[config.mk]
export PLATFORM = sky130hd
export DESIGN_NAME = sram_access_arbiter
export DESIGN_NICKNAME = d
export VERILOG_FILES = /design/src/rtl/sobel_pkg.sv /design/src/rtl/flex_counter.sv /design/src/rtl/sram_access_arbiter.sv
export SDC_FILE = /design/constraint.sdc
export NUM_CORES = 1
export LEC_CHECK = 0
export BUFFER_PORTS_ARGS = -buffer_cell sky130_fd_sc_hd__buf_2
export CORE_UTILIZATION = 40
export DETAILED_ROUTE_END_ITERATION = 7
export GPL_TIMING_DRIVEN = 0
export PLACE_DENSITY_LB_ADDON = 0.1
export SLEW_MARGIN = 20
export SYNTH_ARGS = -nofsm -noshare
export SYNTH_HDL_FRONTEND = slang
export SYNTH_SLANG_ARGS = --single-unit
[constraint.sdc]
create_clock -name clk -period 4.18 [get_ports clk]
set_input_delay 0.418 -clock clk [delete_from_list [all_inputs] [get_ports clk]]
set_output_delay 0.418 -clock clk [all_outputs]
set_load 0.05 [all_outputs]
[src/rtl/sobel_pkg.sv]
// sobel_pkg: types and default constants shared by the Sobel datapath blocks.
package sobel_pkg;

   localparam int unsigned DEF_WR_STARVE_LIMIT = 4;
   localparam int unsigned DEF_TIMEOUT_CYCLES  = 255;

   typedef enum logic [1:0] {
      ARB_IDLE  = 2'd0,
      ARB_READ  = 2'd1,
      ARB_WRITE = 2'd2,
      ARB_DONE  = 2'd3
   } arb_state_t;

endpackage

[src/rtl/flex_counter.sv]
// flex_counter: loadable down-counter with a terminal-count flag at zero.
module flex_counter #(
   parameter int unsigned WIDTH = 8
) (
   input  logic             clk,
   input  logic             n_rst,
   input  logic             load,
   input  logic [WIDTH-1:0] load_val,
   input  logic             count_en,
   output logic             term_cnt
);

   logic [WIDTH-1:0] count;

   always_ff @(posedge clk or negedge n_rst) begin
      if (!n_rst) begin
         count <= '0;
      end else if (load) begin
         count <= load_val;
      end else if (count_en && (count != '0)) begin
         count <= count - 1'b1;
      end
   end

   assign term_cnt = (count == '0);

endmodule

[src/rtl/sram_access_arbiter.sv]
// sram_access_arbiter: shares one SRAM port between pixel-fetch reads and edge-buffer writes.
// Define ARB_TIMEOUT_EN to abort accesses whose sram_ready never arrives.
//
// state     | meaning
// ARB_IDLE  | no access in flight; arbitrate rd_req / wr_req
// ARB_READ  | sram_read_en high, waiting for sram_ready
// ARB_WRITE | sram_write_en high, waiting for sram_ready
// ARB_DONE  | one-cycle done pulse for the served requester
module sram_access_arbiter
   import sobel_pkg::*;
#(
   parameter int unsigned WR_STARVE_LIMIT = DEF_WR_STARVE_LIMIT,
   parameter int unsigned TIMEOUT_CYCLES  = DEF_TIMEOUT_CYCLES
) (
   input  logic        clk,
   input  logic        n_rst,
   input  logic        rd_req,
   input  logic [31:0] rd_addr,
   output logic [31:0] rd_data,
   output logic        rd_done,
   input  logic        wr_req,
   input  logic [31:0] wr_addr,
   input  logic [31:0] wr_data,
   output logic        wr_done,
   output logic [31:0] sram_addr,
   output logic [31:0] sram_wdata,
   input  logic [31:0] sram_rdata,
   output logic        sram_read_en,
   output logic        sram_write_en,
   input  logic        sram_ready,
   output logic        arb_err
);

   localparam int unsigned SW = (WR_STARVE_LIMIT > 0) ? $clog2(WR_STARVE_LIMIT + 1) : 1;
   localparam logic [SW-1:0] STARVE_MAX = SW'(WR_STARVE_LIMIT);

   arb_state_t    state;
   arb_state_t    state_nxt;
   logic [SW-1:0] starve_cnt;
   logic          serve_wr;
   logic          grant_rd;
   logic          grant_wr;
   logic          strobe;
   logic          timeout;

   assign strobe   = (state == ARB_READ) || (state == ARB_WRITE);
   // writes win a tie only once the read streak has hit the starvation limit
   assign grant_wr = (state == ARB_IDLE) && wr_req && (!rd_req || (starve_cnt == STARVE_MAX));
   assign grant_rd = (state == ARB_IDLE) && rd_req && !grant_wr;

   always_comb begin
      state_nxt = state;
      case (state)
         ARB_IDLE: begin
            if (grant_rd) begin
               state_nxt = ARB_READ;
            end else if (grant_wr) begin
               state_nxt = ARB_WRITE;
            end
         end
         ARB_READ, ARB_WRITE: begin
            if (sram_ready) begin
               state_nxt = ARB_DONE;
            end else if (timeout) begin
               state_nxt = ARB_IDLE;
            end
         end
         ARB_DONE: state_nxt = ARB_IDLE;
         default:  state_nxt = ARB_IDLE;
      endcase
   end

   always_ff @(posedge clk or negedge n_rst) begin
      if (!n_rst) begin
         state      <= ARB_IDLE;
         starve_cnt <= '0;
         serve_wr   <= 1'b0;
         sram_addr  <= '0;
         sram_wdata <= '0;
         rd_data    <= '0;
      end else begin
         state <= state_nxt;
         if (grant_rd) begin
            sram_addr <= rd_addr;
            serve_wr  <= 1'b0;
            if (wr_req && (starve_cnt != STARVE_MAX)) begin
               starve_cnt <= starve_cnt + 1'b1;
            end
         end
         if (grant_wr) begin
            sram_addr  <= wr_addr;
            sram_wdata <= wr_data;
            serve_wr   <= 1'b1;
            starve_cnt <= '0;
         end
         if ((state == ARB_READ) && sram_ready) begin
            rd_data <= sram_rdata;
         end
      end
   end

   assign sram_read_en  = (state == ARB_READ);
   assign sram_write_en = (state == ARB_WRITE);
   assign rd_done       = (state == ARB_DONE) && !serve_wr;
   assign wr_done       = (state == ARB_DONE) && serve_wr;

`ifdef ARB_TIMEOUT_EN
   localparam int unsigned TW = (TIMEOUT_CYCLES > 1) ? $clog2(TIMEOUT_CYCLES) : 1;

   logic wait_tc;
   logic arb_err_q;

   // loaded at grant so it reads zero during the last permitted strobe cycle
   flex_counter #(
      .WIDTH (TW)
   ) u_wait_cnt (
      .clk      (clk),
      .n_rst    (n_rst),
      .load     (grant_rd || grant_wr),
      .load_val (TW'(TIMEOUT_CYCLES - 1)),
      .count_en (strobe),
      .term_cnt (wait_tc)
   );

   assign timeout = strobe && wait_tc && !sram_ready;

   always_ff @(posedge clk or negedge n_rst) begin
      if (!n_rst) begin
         arb_err_q <= 1'b0;
      end else begin
         arb_err_q <= timeout;
      end
   end

   assign arb_err = arb_err_q;
`else
   assign timeout = 1'b0;
   assign arb_err = 1'b0;
`endif

endmodule

======== After elaboration in Yosys (flattened, before gate mapping) ========
Cells that the tools add are included.
operators by class
  muxes and demuxes ....................... 11
  $add $sub $neg .......................... 1
  reduce and logical (&&, ||, !) cells .... 18
  eq/ne operators ......................... 7
operators with widths
  cell                   number
  $mux W32               2
  $mux W3                3
  $logic_and A1 B1 Y1    8
  $mux W2                3
  $ne A3 B3 Y1 const B   2
  $pmux W2 S3            1
  $eq A2 B2 Y1 const B   2
  $reduce_and A2 Y1      2
  $reduce_bool A2 Y1     2
  $add A3 B1 Y3 const B  1
  $eq A3 B3 Y1 const B   1
  $logic_not A1 Y1       3
  $eq A2 B1 Y1 const B   1
  $logic_not A2 Y1       1
  $mux W1                2
  $ne A2 B2 Y1 const B   1
  $reduce_or A2 Y1       1
  $logic_or A1 B1 Y1     1
storage, ports and cells
  input bits .............................. 133
  flip-flop bits (word level) ............. 102
  logic and storage cells ................. 43

======== Logic depth before layout (Yosys ltp) ========
  depth after elaboration ................. 7
  depth in mapped cells ................... 7

======== Least setup slack after synthesis ========
Ideal clock, no wire load.
  path type ............................... register -> register
  start ................................... register state[1]
  end ..................................... register rd_data[10]
  data arrival time ....................... 1634 ps
  cell stages (with the launch flop) ...... 6
  data required time ...................... 4055 ps
  path slack .............................. 2422 ps
  clock period less this slack ............ 1758 ps
  path through ............................ dfrtp_1 -> inv_1 -> ha_1 -> nand2_1 -> buf_2 -> mux2_2
on the way
  cells in the longest elaborated chain, start to end .. 2
ends and longest elaborated chain
  item                      line                       text
  start: declaration        sram_access_arbiter.sv:37  arb_state_t state;
  start signal: assignment  sram_access_arbiter.sv:82  state <= state_nxt;
  $eq A2 B1 Y1              --
  named net sram_read_en    sram_access_arbiter.sv:28  output logic sram_read_en,
  $logic_and A1 B1 Y1       sram_access_arbiter.sv:96  if ((state == ARB_READ) && sram_ready) begin
  end signal: assignment    sram_access_arbiter.sv:97  rd_data <= sram_rdata;
  end: declaration          sram_access_arbiter.sv:19  output logic [31:0] rd_data,
The timed path passes the listed nets, and every way through them passes these cells.
A chain may end at the register's enable or synchronous reset.

======== Worst setup path in the final report ========
  start ................................... register state[0]
  end ..................................... register sram_addr[31]
on the way
  cells in the longest elaborated chain, start to end .. 6
ends and longest elaborated chain
  item                                 line                                                  text
  $logic_not A2 Y1 *                   sram_access_arbiter.sv:48, sram_access_arbiter.sv:49
  $logic_and A1 B1 Y1 (2 in a row)     sram_access_arbiter.sv:48                             assign grant_wr = (state == ARB_IDLE) && wr_req && (!rd_req || (starve_cnt == STARVE_MAX));
  $logic_not A1 Y1                     sram_access_arbiter.sv:49                             assign grant_rd = (state == ARB_IDLE) && rd_req && !grant_wr;
  $logic_and A1 B1 Y1                  sram_access_arbiter.sv:49
  $reduce_bool A2 Y1 (no source line)  --
  end signal: assignment               sram_access_arbiter.sv:84                             sram_addr <= rd_addr;
  end signal: assignment               sram_access_arbiter.sv:91                             sram_addr <= wr_addr;
  end: declaration                     sram_access_arbiter.sv:25                             output logic [31:0] sram_addr,
Mark *: on every way between the ends. The rest lies on a longest branch, timed or not.

==> results.md <==
- First-pass GRT wire length: 15800 µm
- Commonest non-fill, non-tap cell in the layout: buf_2
- Syn Nets: 430
- Crit path time final: 1950 ps
- Fill count: 907
- GR peak layer: met2
- Final Max Slew Viols: 0
- Drt drc: 0
- MaxCap Viol Count: 0
- GR Util met3: 0.0476
- CTS Sinks: 102
- H-tree depth: 3
- Chip Width: 105 µm
- Clock Tree Buf Depth: 2
- Top post-synthesis cells by area: dfrtp_1, mux2_2, a221o_1, mux2_4, and2_1
- Hold_buf cts: 0
- Final Skew: 5.78 ps
- Port Buffer Count: 232
- Drt via density: 4.79
- Most frequent cells in the layout: buf_2, dfrtp_1, mux2_2
- Endpoints failing hold: 0
- Peak supply drop: 0.535 mV
- Top cell type's share of synthesized area: 0.596
- RSZ-0062 raised after global routing: no
- Fmax: 514 MHz
- # rows: 37
- CTS Root Cell: clkbuf_8
- Register area share after synthesis: 0.596
- WL/cell: 14.8 µm
- Setup bufs post-CTS: 0
- Cell Area, Synth: 4280 µm²
- Synthesized area per cell: 14.8 µm²
- Critical path buffers and inverters: 2
- Ys async rst share: 1.00
- Tcrit/Tclk final: 0.466
- Crit path max fanout: 10
- Largest stage delay, worst path: 420 ps
- CP arrival: 2180 ps
- Share of cells above drive strength 1: 0.612
- Die area: 11100 µm²
- GR Layer Usage met1: 0.221
- Crit. End Element: register
- Rel. slew slack: 0.583
- WHS: 2.73 ps
- Drt pass-1 iters: 4
- # resized after CTS: 0
- Iteration-0 DRC Markers: 147
- Nets@finish: 674
- Post-route setup TNS: 0 ps
- Non-filler cells, final: 675
- Vias in the first global route: 3322
- Core footprint: 10400 µm²
- GRT overflow: 0
- Cell taking the most area after synthesis: dfrtp_1
- Number of antenna violations at the first check in global routing: 0
- Largest net degree at the start of global routing: 55
- GR Util All Layers: 0.184
- Status: finished, final reports clean
- Crit-path cells: inv_1 > ha_1 > o21ai_0 > clkbuf_1 > and2_1 > a221o_1
- Number of nets with antenna violations after routing: 0
- Syn-to-layout area delta: 37.1%
- Die H: 105 µm
- Gate count after technology mapping: 290
- Power Dens Cells: 978 nW/µm²
- Netlist cell types: 26
- Cell family with most CP delay: compound AO/OA/AOI/OAI gates
- Clock slew at reported path FFs: 90 ps
- Cts bufs inserted: 9
- Leakage: 0.00305 µW
- Via count: 3234
- DP Wirelength: 7720 µm
- Synthesis warning total: 0
- FF+latch count, synth: 102
- I/O Pins: 234
- Ant diodes: 0
- Met2 global-route usage: 0.319
- Drt total wl: 9990 µm
- Slew @ Worst Pin: 619 ps
- CTS tree: built
- Skew-Pair Late Insertion Delay: 350 ps
- Inst Count DP: 659
- Number of synthesized flops with an enable pin: 0
- Required time worst endpoint: 4410 ps
- Kind of start point of the critical path: register
- Initial core utilization: 0.413
- Slowest-stage cell, CP: dfrtp_1
- CP Class: reg2reg
- Min-delay worst type: in2async
- Final setup violation count: 0
- GPL Wtd Cong: 0.761
- Predominant post-synthesis flop cell: dfrtp_1
[Yosys cell counts (all sizes together), types with 3 or more instances]
library cell and n:
nand2 6, and2 33, ha 7, nor2b 3, buf 15, a21oi 3
clkbuf 3, o21ai 3, a221o 32, dfrtp 102, mux2 64, inv 6
[layer usage]
metal | part of all wire | vias to the layer above
li1 | - | 1526
met1 | 0.41 | 1548
met2 | 0.50 | 152
met3 | 0.076 | 8
met4 | 0.014 | 0
met5 | 0 | -
[registers in the layout, summed over array words and instances, names as in the netlist]
name / count
rd_data: 32
serve_wr: 1
sram_addr: 32
sram_wdata: 32
starve_cnt: 3
state: 2
[final timing paths]
path | start | end | slack (ps) | cells past startpoint
worst min register to register | rd_data[20] | rd_data[20] | 510 | 1
worst max-delay path | state[0] | sram_addr[31] | 2230 | 6
min in group clk | wr_data[15] | sram_wdata[15] | 290 | 2
max in group asynchronous | n_rst | sram_addr[22] | 3560 | 2
worst min-delay path | n_rst | rd_data[27] | 3 | 1
worst max register to register | state[0] | sram_addr[31] | 2230 | 6
[where the power goes]
| group | switching [µW] | internal, µW |
|---|---|---|
| Sequential | 232 | 1480 |
| Combinational | 2340 | 1020 |
| Clock | 322 | 355 |
[per-stage QoR]
stage / power, µW / area (µm²) / worst slack (ps) / util
after CTS: 5800 / 5870 / 2200 / 0.566
after global routing: 6030 / 5870 / 2050 / 0.566
after detailed placement: 5110 / 5650 / 2210 / 0.545
after global placement: 5060 / 5610 / 1580 / 0.541
final: 5740 / 5870 / 2230 / 0.566
after floorplan: 4320 / 4280 / 2420 / -
[area by class of cell]
class	instances	area [µm²]	area share
Buffer	18	140	0.0239
Clock buffer	11	141	0.0241
Clock inverter	5	82.6	0.0141
Inverter	6	22.5	0.00384
Multi-Input combinational cell	164	1570	0.267
Sequential cell	102	2550	0.435
Tap cell	136	170	0.0290
Timing Repair Buffer	233	1190	0.203
[cell families after synthesis]
logic type,after synthesis,synth area share
and+or+nand+nor,48,0.0672
other,1,0.000876
adders and majority gates,7,0.0204
DFF,102,0.596
muxes,66,0.188
buffers and inverters,24,0.0380
AOI/OAI and AO/OA,42,0.0897
(Power assumes the default switching activity.)
